## src/rtl/avalon_s_pkg.sv

```systemverilog
// Shared definitions for the Avalon-MM slave-side arbiter slice.
//   HOST_*      : fixed host slot indices used by the SoC bus fabric
//   arb_state_e : arbiter lock state
package avalon_s_pkg;

    localparam int unsigned HOST_DEBUG = 0;
    localparam int unsigned HOST_DBUS  = 1;
    localparam int unsigned HOST_IBUS  = 2;

    typedef enum logic {
        IDLE,
        LOCKED
    } arb_state_e;

endpackage

```

## src/rtl/rr_priority_select.sv

```systemverilog
// One-hot select of the first set request bit at or above a pointer,
// wrapping modulo NH. Purely combinational.
//   req_i : request vector
//   ptr_i : search start index (0..NH-1)
//   gnt_o : one-hot winner, '0 when no request is set
module rr_priority_select #(
    parameter  int unsigned NH  = 3,
    localparam int unsigned PW  = (NH > 1) ? $clog2(NH) : 1
) (
    input  logic [NH-1:0] req_i,
    input  logic [PW-1:0] ptr_i,
    output logic [NH-1:0] gnt_o
);

    localparam int unsigned PW1  = PW + 1;
    localparam logic [PW:0] NH_W = PW1'(NH);

    logic          found;
    logic [PW:0]   pos;

    always_comb begin
        gnt_o = '0;
        found = 1'b0;
        pos   = '0;
        for (int unsigned k = 0; k < NH; k++) begin
            // One extra bit holds ptr+k before the modulo-NH fold.
            pos = {1'b0, ptr_i} + PW1'(k);
            if (pos >= NH_W) begin
                pos = pos - NH_W;
            end
            if (!found && req_i[pos[PW-1:0]]) begin
                gnt_o[pos[PW-1:0]] = 1'b1;
                found              = 1'b1;
            end
        end
    end

endmodule

```

## src/rtl/avalon_s_arbiter.sv

```systemverilog
// Round-robin arbiter sharing one Avalon-MM slave device among NH hosts.
// The grant is combinational in IDLE and frozen on the owner while the
// device stalls; priority rotates past the winner once the transfer is
// accepted (or the owner abandons it).
//   hosts_avn_*            : per-host command inputs, readdata/waitrequest out
//   device_avn_*           : forwarded command to the device, readdata/wait in
//   grant                  : one-hot current grant (debug / perf counters)
module avalon_s_arbiter #(
    parameter int unsigned NH = 3,
    parameter int unsigned AW = 32,
    parameter int unsigned DW = 32
) (
    input  logic                      clk,
    input  logic                      rst,
    input  logic [NH-1:0]             hosts_avn_read,
    input  logic [NH-1:0]             hosts_avn_write,
    input  logic [NH-1:0][AW-1:0]     hosts_avn_address,
    input  logic [NH-1:0][DW/8-1:0]   hosts_avn_byte_enable,
    input  logic [NH-1:0][DW-1:0]     hosts_avn_writedata,
    output logic [NH-1:0][DW-1:0]     hosts_avn_readdata,
    output logic [NH-1:0]             hosts_avn_waitrequest,
    output logic                      device_avn_read,
    output logic                      device_avn_write,
    output logic [AW-1:0]             device_avn_address,
    output logic [DW/8-1:0]           device_avn_byte_enable,
    output logic [DW-1:0]             device_avn_writedata,
    input  logic [DW-1:0]             device_avn_readdata,
    input  logic                      device_avn_waitrequest,
    output logic [NH-1:0]             grant
);

    import avalon_s_pkg::*;

    localparam int unsigned   PW   = (NH > 1) ? $clog2(NH) : 1;
    localparam logic [PW-1:0] LAST = PW'(NH - 1);

    arb_state_e    state_q;
    logic [PW-1:0] owner_q;
    logic [PW-1:0] rr_ptr_q;

    logic [NH-1:0] req;
    logic [NH-1:0] rr_gnt;
    logic [NH-1:0] grant_sel;
    logic [PW-1:0] grant_idx;
    logic          grant_req;

    function automatic logic [PW-1:0] ptr_after(input logic [PW-1:0] idx);
        return (idx == LAST) ? '0 : idx + 1'b1;
    endfunction

    assign req = hosts_avn_read | hosts_avn_write;

    rr_priority_select #(.NH(NH)) u_select (
        .req_i (req),
        .ptr_i (rr_ptr_q),
        .gnt_o (rr_gnt)
    );

    // Nothing is granted while reset is asserted, even mid-lock.
    always_comb begin
        grant_sel = '0;
        if (!rst) begin
            if (state_q == LOCKED) begin
                grant_sel[owner_q] = 1'b1;
            end else begin
                grant_sel = rr_gnt;
            end
        end
    end

    assign grant     = grant_sel;
    assign grant_req = |(grant_sel & req);

    // When the owner drops req while locked its read/write are both low,
    // so forwarding them unchanged already yields an idle device cycle.
    always_comb begin
        device_avn_read        = 1'b0;
        device_avn_write       = 1'b0;
        device_avn_address     = '0;
        device_avn_byte_enable = '0;
        device_avn_writedata   = '0;
        hosts_avn_waitrequest  = '1;
        grant_idx              = '0;
        for (int unsigned i = 0; i < NH; i++) begin
            if (grant_sel[i]) begin
                device_avn_read          = hosts_avn_read[i];
                device_avn_write         = hosts_avn_write[i];
                device_avn_address       = hosts_avn_address[i];
                device_avn_byte_enable   = hosts_avn_byte_enable[i];
                device_avn_writedata     = hosts_avn_writedata[i];
                hosts_avn_waitrequest[i] = device_avn_waitrequest;
                grant_idx                = PW'(i);
            end
        end
    end

    assign hosts_avn_readdata = {NH{device_avn_readdata}};

    always_ff @(posedge clk) begin
        if (rst) begin
            state_q  <= IDLE;
            owner_q  <= '0;
            rr_ptr_q <= '0;
        end else begin
            case (state_q)
                IDLE: begin
                    if (grant_req) begin
                        if (!device_avn_waitrequest) begin
                            rr_ptr_q <= ptr_after(grant_idx);
                        end else begin
                            state_q <= LOCKED;
                            owner_q <= grant_idx;
                        end
                    end
                end
                LOCKED: begin
                    // Completion and owner abandonment both release the lock.
                    if (!grant_req || !device_avn_waitrequest) begin
                        state_q  <= IDLE;
                        rr_ptr_q <= ptr_after(owner_q);
                    end
                end
                default: state_q <= IDLE;
            endcase
        end
    end

endmodule

```

## config.mk

```make
export PLATFORM = sky130hd
export DESIGN_NAME = avalon_s_arbiter
export DESIGN_NICKNAME = d
export VERILOG_FILES = /design/src/rtl/avalon_s_pkg.sv /design/src/rtl/rr_priority_select.sv /design/src/rtl/avalon_s_arbiter.sv
export SDC_FILE = /design/constraint.sdc
export NUM_CORES = 1
export LEC_CHECK = 0
export ABC_CLOCK_PERIOD_IN_PS = 4100
export BUFFER_PORTS_ARGS = -buffer_cell sky130_fd_sc_hd__buf_2
export CORE_AREA = 2 2 161 163
export CTS_CLUSTER_SIZE = 16
export DETAILED_ROUTE_END_ITERATION = 10
export DIE_AREA = 0 0 163 165
export GPL_TIMING_DRIVEN = 0
export REMOVE_ABC_BUFFERS = 1
export SLEW_MARGIN = 20
export SYNTH_ARGS = -nofsm -noshare
export SYNTH_HDL_FRONTEND = slang
export SYNTH_SLANG_ARGS = --single-unit
```

## constraint.sdc

```tcl
create_clock -name clk -period 4.1 [get_ports clk]
set_input_delay 0.82 -clock clk [delete_from_list [all_inputs] [get_ports clk]]
set_output_delay 0.82 -clock clk [all_outputs]
set_load 0.02 [all_outputs]
```

Word level (Yosys, flattened, before mapping):

Index checks and enable logic that the tools add are counted.

* input port bits: 245
* register bits: 5
* output and inout port bits: 172

* reductions and logical operators: 14
* mux-type cells: 54
* equality and inequality tests: 5
* bitwise operators: 5
* magnitude comparators: 11
* $add $sub $neg: 7

Operator list (number)
* $mux W32: 6
* $mux W1: 22
* $mux W2: 9
* $mux W3: 5
* $lt A2 B3 Y1 const B: 4
* $mux W4: 3
* $or A3 B3 Y3: 3
* $demux W1 S2: 4
* $ge A2 B1 Y1 const B: 4
* $bmux W1 S2: 3
* $ge A3 B2 Y1 const B: 2
* $logic_and A1 B1 Y1: 6
* $reduce_and A3 Y1: 2
* $sub A2 B2 Y2 const B: 3
* $add A2 B1 Y2 const B: 2
* $eq A2 B2 Y1 const B: 2
* $logic_not A1 Y1: 4
* $ne A2 B2 Y1 const B: 2
* $pmux W2 S2: 1
* $add A2 B1 Y3 const B: 1
* $add A2 B2 Y3 const B: 1
* $and A3 B3 Y3: 1
* $reduce_or A3 Y1: 1
* $ge A2 B2 Y1 const B: 1
* other kinds (4): 4

Logic depth before layout (Yosys ltp):

* depth after elaboration: 20
* gate-level depth with buffers: 11
* depth with buffers taken out: 10

Cells and area by module:

Synthesis repeated with hierarchy kept, for this count alone.

* cells, all modules: 347
* area total of the unflattened synthesis: 2497.4 µm²

By module, submodules not included
* avalon_s_arbiter: cells each 311, times used 1, area each 2224.6 µm²
* rr_priority_select: cells each 36, times used 1, area each 272.8 µm²

Worst setup path before layout:

OpenSTA, ideal clock, no wires.

* path kind: input port to output port
* from: input hosts_avn_write[2]
* to: output device_avn_read
* path buffers: 2
* required time: 3280 ps
* setup slack: 553 ps
* arrival: 2727 ps
* cell stages on the path: 10
* cells stage by stage: or2_1 -> buf_6 -> a211oi_2 -> o22ai_1 -> o211ai_2 -> a2bb2oi_2 -> nor3_4 -> buf_6 -> a22oi_1 -> o21ai_1

* word-level cells in the longest chain between the ends: 15

RTL lines
* start: declaration: line avalon_s_arbiter.sv:16 `input logic [NH-1:0] hosts_avn_write,`
* $or A3 B3 Y3 *: line avalon_s_arbiter.sv:51 `assign req = hosts_avn_read | hosts_avn_write;`
* $bmux W1 S2: line rr_priority_select.sv:31 `if (!found && req_i[pos[PW-1:0]]) begin`
* $mux W1 (implied by the code): line rr_priority_select.sv:31
* $mux W1: line rr_priority_select.sv:31
* $logic_not A1 Y1: line rr_priority_select.sv:31
* $logic_and A1 B1 Y1: line rr_priority_select.sv:31
* $mux W1: line rr_priority_select.sv:31
* $logic_not A1 Y1: line rr_priority_select.sv:31
* $logic_and A1 B1 Y1: line rr_priority_select.sv:31
* $mux W3 *: line rr_priority_select.sv:31
* $mux W3 *: line avalon_s_arbiter.sv:63 `if (state_q == LOCKED) begin`
* $mux W3 *: line avalon_s_arbiter.sv:62 `if (!rst) begin`
* $mux W1 (2 in series): line avalon_s_arbiter.sv:85 `if (grant_sel[i]) begin`
* $mux W1 *: line avalon_s_arbiter.sv:85
* end: declaration: line avalon_s_arbiter.sv:22 `output logic device_avn_read,`

Every way passes the cells marked *; elsewhere a longest branch is shown, timed or not. The select of a mux whose other input is x is not followed.

Worst setup path in the final report:

* from: input hosts_avn_write[2]
* to: output device_avn_address[27]

* word-level cells in the longest chain between the ends: 15

RTL lines
* $or A3 B3 Y3 *: line avalon_s_arbiter.sv:51
* $bmux W1 S2: line rr_priority_select.sv:31
* $mux W1 (implied by the code): line rr_priority_select.sv:31
* $mux W1: line rr_priority_select.sv:31
* $logic_not A1 Y1: line rr_priority_select.sv:31
* $logic_and A1 B1 Y1: line rr_priority_select.sv:31
* $mux W1: line rr_priority_select.sv:31
* $logic_not A1 Y1: line rr_priority_select.sv:31
* $logic_and A1 B1 Y1: line rr_priority_select.sv:31
* $mux W3 *: line rr_priority_select.sv:31
* $mux W3 *: line avalon_s_arbiter.sv:63
* $mux W3 *: line avalon_s_arbiter.sv:62
* $mux W32 (2 in series): line avalon_s_arbiter.sv:85
* $mux W32 *: line avalon_s_arbiter.sv:85
* end: declaration: line avalon_s_arbiter.sv:24 `output logic [AW-1:0] device_avn_address,`

Marks and branches as above.

==> flow_metrics.env <==
export IMPL_ys_ff_latch=5
export IMPL_dp_final_hpwl_mm=12.9
export IMPL_grt_pass1_wl_mm=19.2
export IMPL_area_delta_synth_final_pct=47.6
export IMPL_htreeDepth=1
export IMPL_drt_met1_wl_mm=5.87
export IMPL_critPathMaxFanout=19
export IMPL_die_w_um=163
export IMPL_synth_edf_count=0
export IMPL_hold_buffers=0
export IMPL_globalplace_congestion=0.720
export IMPL_ys_seq_area_frac=0.0368
export IMPL_max_freq_mhz=252
export IMPL_netlist_area_leader_share=0.268
export IMPL_path_class="input pin to output port"
export IMPL_min_path_cells=3
export IMPL_clock_skew_final_ns=0.000231
export IMPL_viasPerCell=4.10
export IMPL_setup_viol=0
export IMPL_ir_worst_vdd_mv=0.312
export IMPL_chipHeight_um=165
export IMPL_synth_top_cells_by_area="buf_4 (27%), a22oi_1 (19%), o21ai_1 (13%)"
export IMPL_async_flop_share=0
export IMPL_synth_ff_type="dfxtp_1"
export IMPL_antenna_found_initial=2
export IMPL_initial_utilization=0.108
export IMPL_grt_max_degree=43
export IMPL_rr_worst_depth=11
export IMPL_end_kind="output port"
export IMPL_dr_pass1_iters=5
export IMPL_post_drt_wl_per_cell_um=16.6
export IMPL_status="finished, final reports clean"
export IMPL_root_buffer="clkbuf_16"
export IMPL_multiInputGateArea_mm2=0.00171
export IMPL_cts_path_max_buffers=2
export IMPL_regArea_um2=100
export IMPL_top_level_ports=417
export IMPL_fin_crit_ns=3.97
export IMPL_setup_tns_ns=0
export IMPL_drc=0
export IMPL_worstPathArrival_ns=3.15
export IMPL_maxSlewViolCount=0
export IMPL_syn_area_mm2=0.00272
export IMPL_p_leak_nw=1.88
export IMPL_worstPathRequired_ns=3.28
export IMPL_synthCells=422
export IMPL_cap_violations=0
export IMPL_drive_gt1_frac=0.542
export IMPL_clk_pin_slew_ns=0.03
export IMPL_route_vias_total=3819
export IMPL_clock_sinks=5
export IMPL_num_rows=58
export IMPL_ys_types=43
export IMPL_numCtsBuffers=3
export IMPL_core_area_mm2=0.0250
export IMPL_final_nets=851
export IMPL_numPortBuffers=288
export IMPL_drt_iter0_drc=229
export IMPL_drtAntennaViolNets=0
export IMPL_hold_violations=0
export IMPL_min_period_over_period=0.968
export IMPL_power_density_mw_per_mm2=756
export IMPL_worst_pin_slew_ns=0.736
export IMPL_hp_class="flop to flop"
export IMPL_routed_wl_met3_mm=3.09
export IMPL_yosysTopAreaCell="buf_4"
export IMPL_routed_wirelength_mm=15.5
export IMPL_clkLatencyLatePin_ns=0.23
export IMPL_routed_top_layer="met5"
export IMPL_gr_total_overflow=0
export IMPL_layout_common_cells="buf_2 (288), nand2_1 (73), o21ai_1 (70)"
export IMPL_grt_use_total=0.0973
export IMPL_diodes=0
export IMPL_cts_tree="done"
export IMPL_finalPower_mw=3.03
export IMPL_die_area_mm2=0.0269
export IMPL_wl_met2_mm=6.27
export IMPL_synth_warnings=0
export IMPL_fillers=2870
export IMPL_crit_path_start_kind="input pin"
export IMPL_grt_pass1_vias=3107
export IMPL_slew_headroom=0.509
export IMPL_layout_commonest_cell="buf_2"
export IMPL_syn_area_per_cell_um2=6.44
==> path summary, 6_finish.rpt <==
kind,from,endpoint,slack (ns)
max reg2reg,rr_ptr_q[1],owner_q[1],0.91
min reg2reg,rr_ptr_q[0],rr_ptr_q[0],0.65
max,hosts_avn_write[2],device_avn_address[27],0.13
min,rr_ptr_q[0],rr_ptr_q[0],0.65
==> kinds of logic after synthesis <==
family,count (synthesis),share of synthesized area
muxes,3,0.0124
DFF,5,0.0369
AOI/OAI and AO/OA,168,0.412
adders and majority gates,4,0.0184
and+or+nand+nor,107,0.174
buffers and inverters,135,0.347
==> power breakdown <==
group | total [mW] | switching, mW | internal (mW)
Combinational | 2.78 | 1.74 | 1.04
Clock | 0.160 | 0.0314 | 0.129
Sequential | 0.0908 | 0.0251 | 0.0657
==> per-stage QoR <==
stage | area (um^2) | util | std cells | hold slack (ns) | setup WS, ns
finish | 4010 | 0.160 | 931 | 0.652 | 0.132
floorplan | 1790 | - | 292 | 0.589 | -1.71
global route | 4010 | 0.160 | 931 | 0.704 | -0.0162
CTS | 3970 | 0.158 | 928 | 0.652 | 0.00937
detailed placement | 3830 | 0.153 | 919 | 0.647 | -0.304
global placement | 3650 | 0.146 | 910 | 0.633 | -3.28
==> per-layer routing <==
layer,global-route usage,vias up
met5,0.0341,-
met4,0.0149,4
met3,0.0829,20
met2,0.134,342
met1,0.113,1678
li1,-,1775
==> state kept, by name, summed over array words and instances, names as in the netlist <==
signal,count
owner_q,2
rr_ptr_q,2
state_q,1
==> synthesized netlist by cell type (2+ instances only) <==
cell and number:
inv_1 5, a21oi_1 5, a211oi_1 2, a22oi_1 70, nand2_1 73, o21ai_1 70
buf_2 9, nor2_1 10, dfxtp_1 5, nor3_1 5, mux2_2 2, o2bb2ai_1 2
buf_4 97, ha_1 4, nor2b_1 4, o21ai_0 2, buf_6 8, or3_1 4
nand2b_1 3, clkbuf_1 16, o21a_1 4
==> layout make-up <==
cell class	instances	share of cell area
clock buffers	4	0.0197
inverters	5	0.00468
multi-input cells	283	0.426
flip-flops and latches	5	0.0250
well taps	330	0.103
repair buffers	304	0.422
==> worst max-delay path: stages <==
cell and delay (ns):
buf_2 0.11, or2_4 0.29, a211oi_2 0.26, o22ai_1 0.14, o211ai_2 0.24, a2bb2oi_2 0.15
nor3_4 0.26, buf_12 0.19, buf_8 0.18, a22oi_1 0.08, o21ai_1 0.20, buf_2 0.20
==> repair_timing <==
action	4_1_cts	5_1_grt
setup buffers	4	3
setup endpoints to repair	70	50
pin swaps	2	5
gates cloned	1	0
resized for setup	2	7
(Power assumes the default switching activity.)
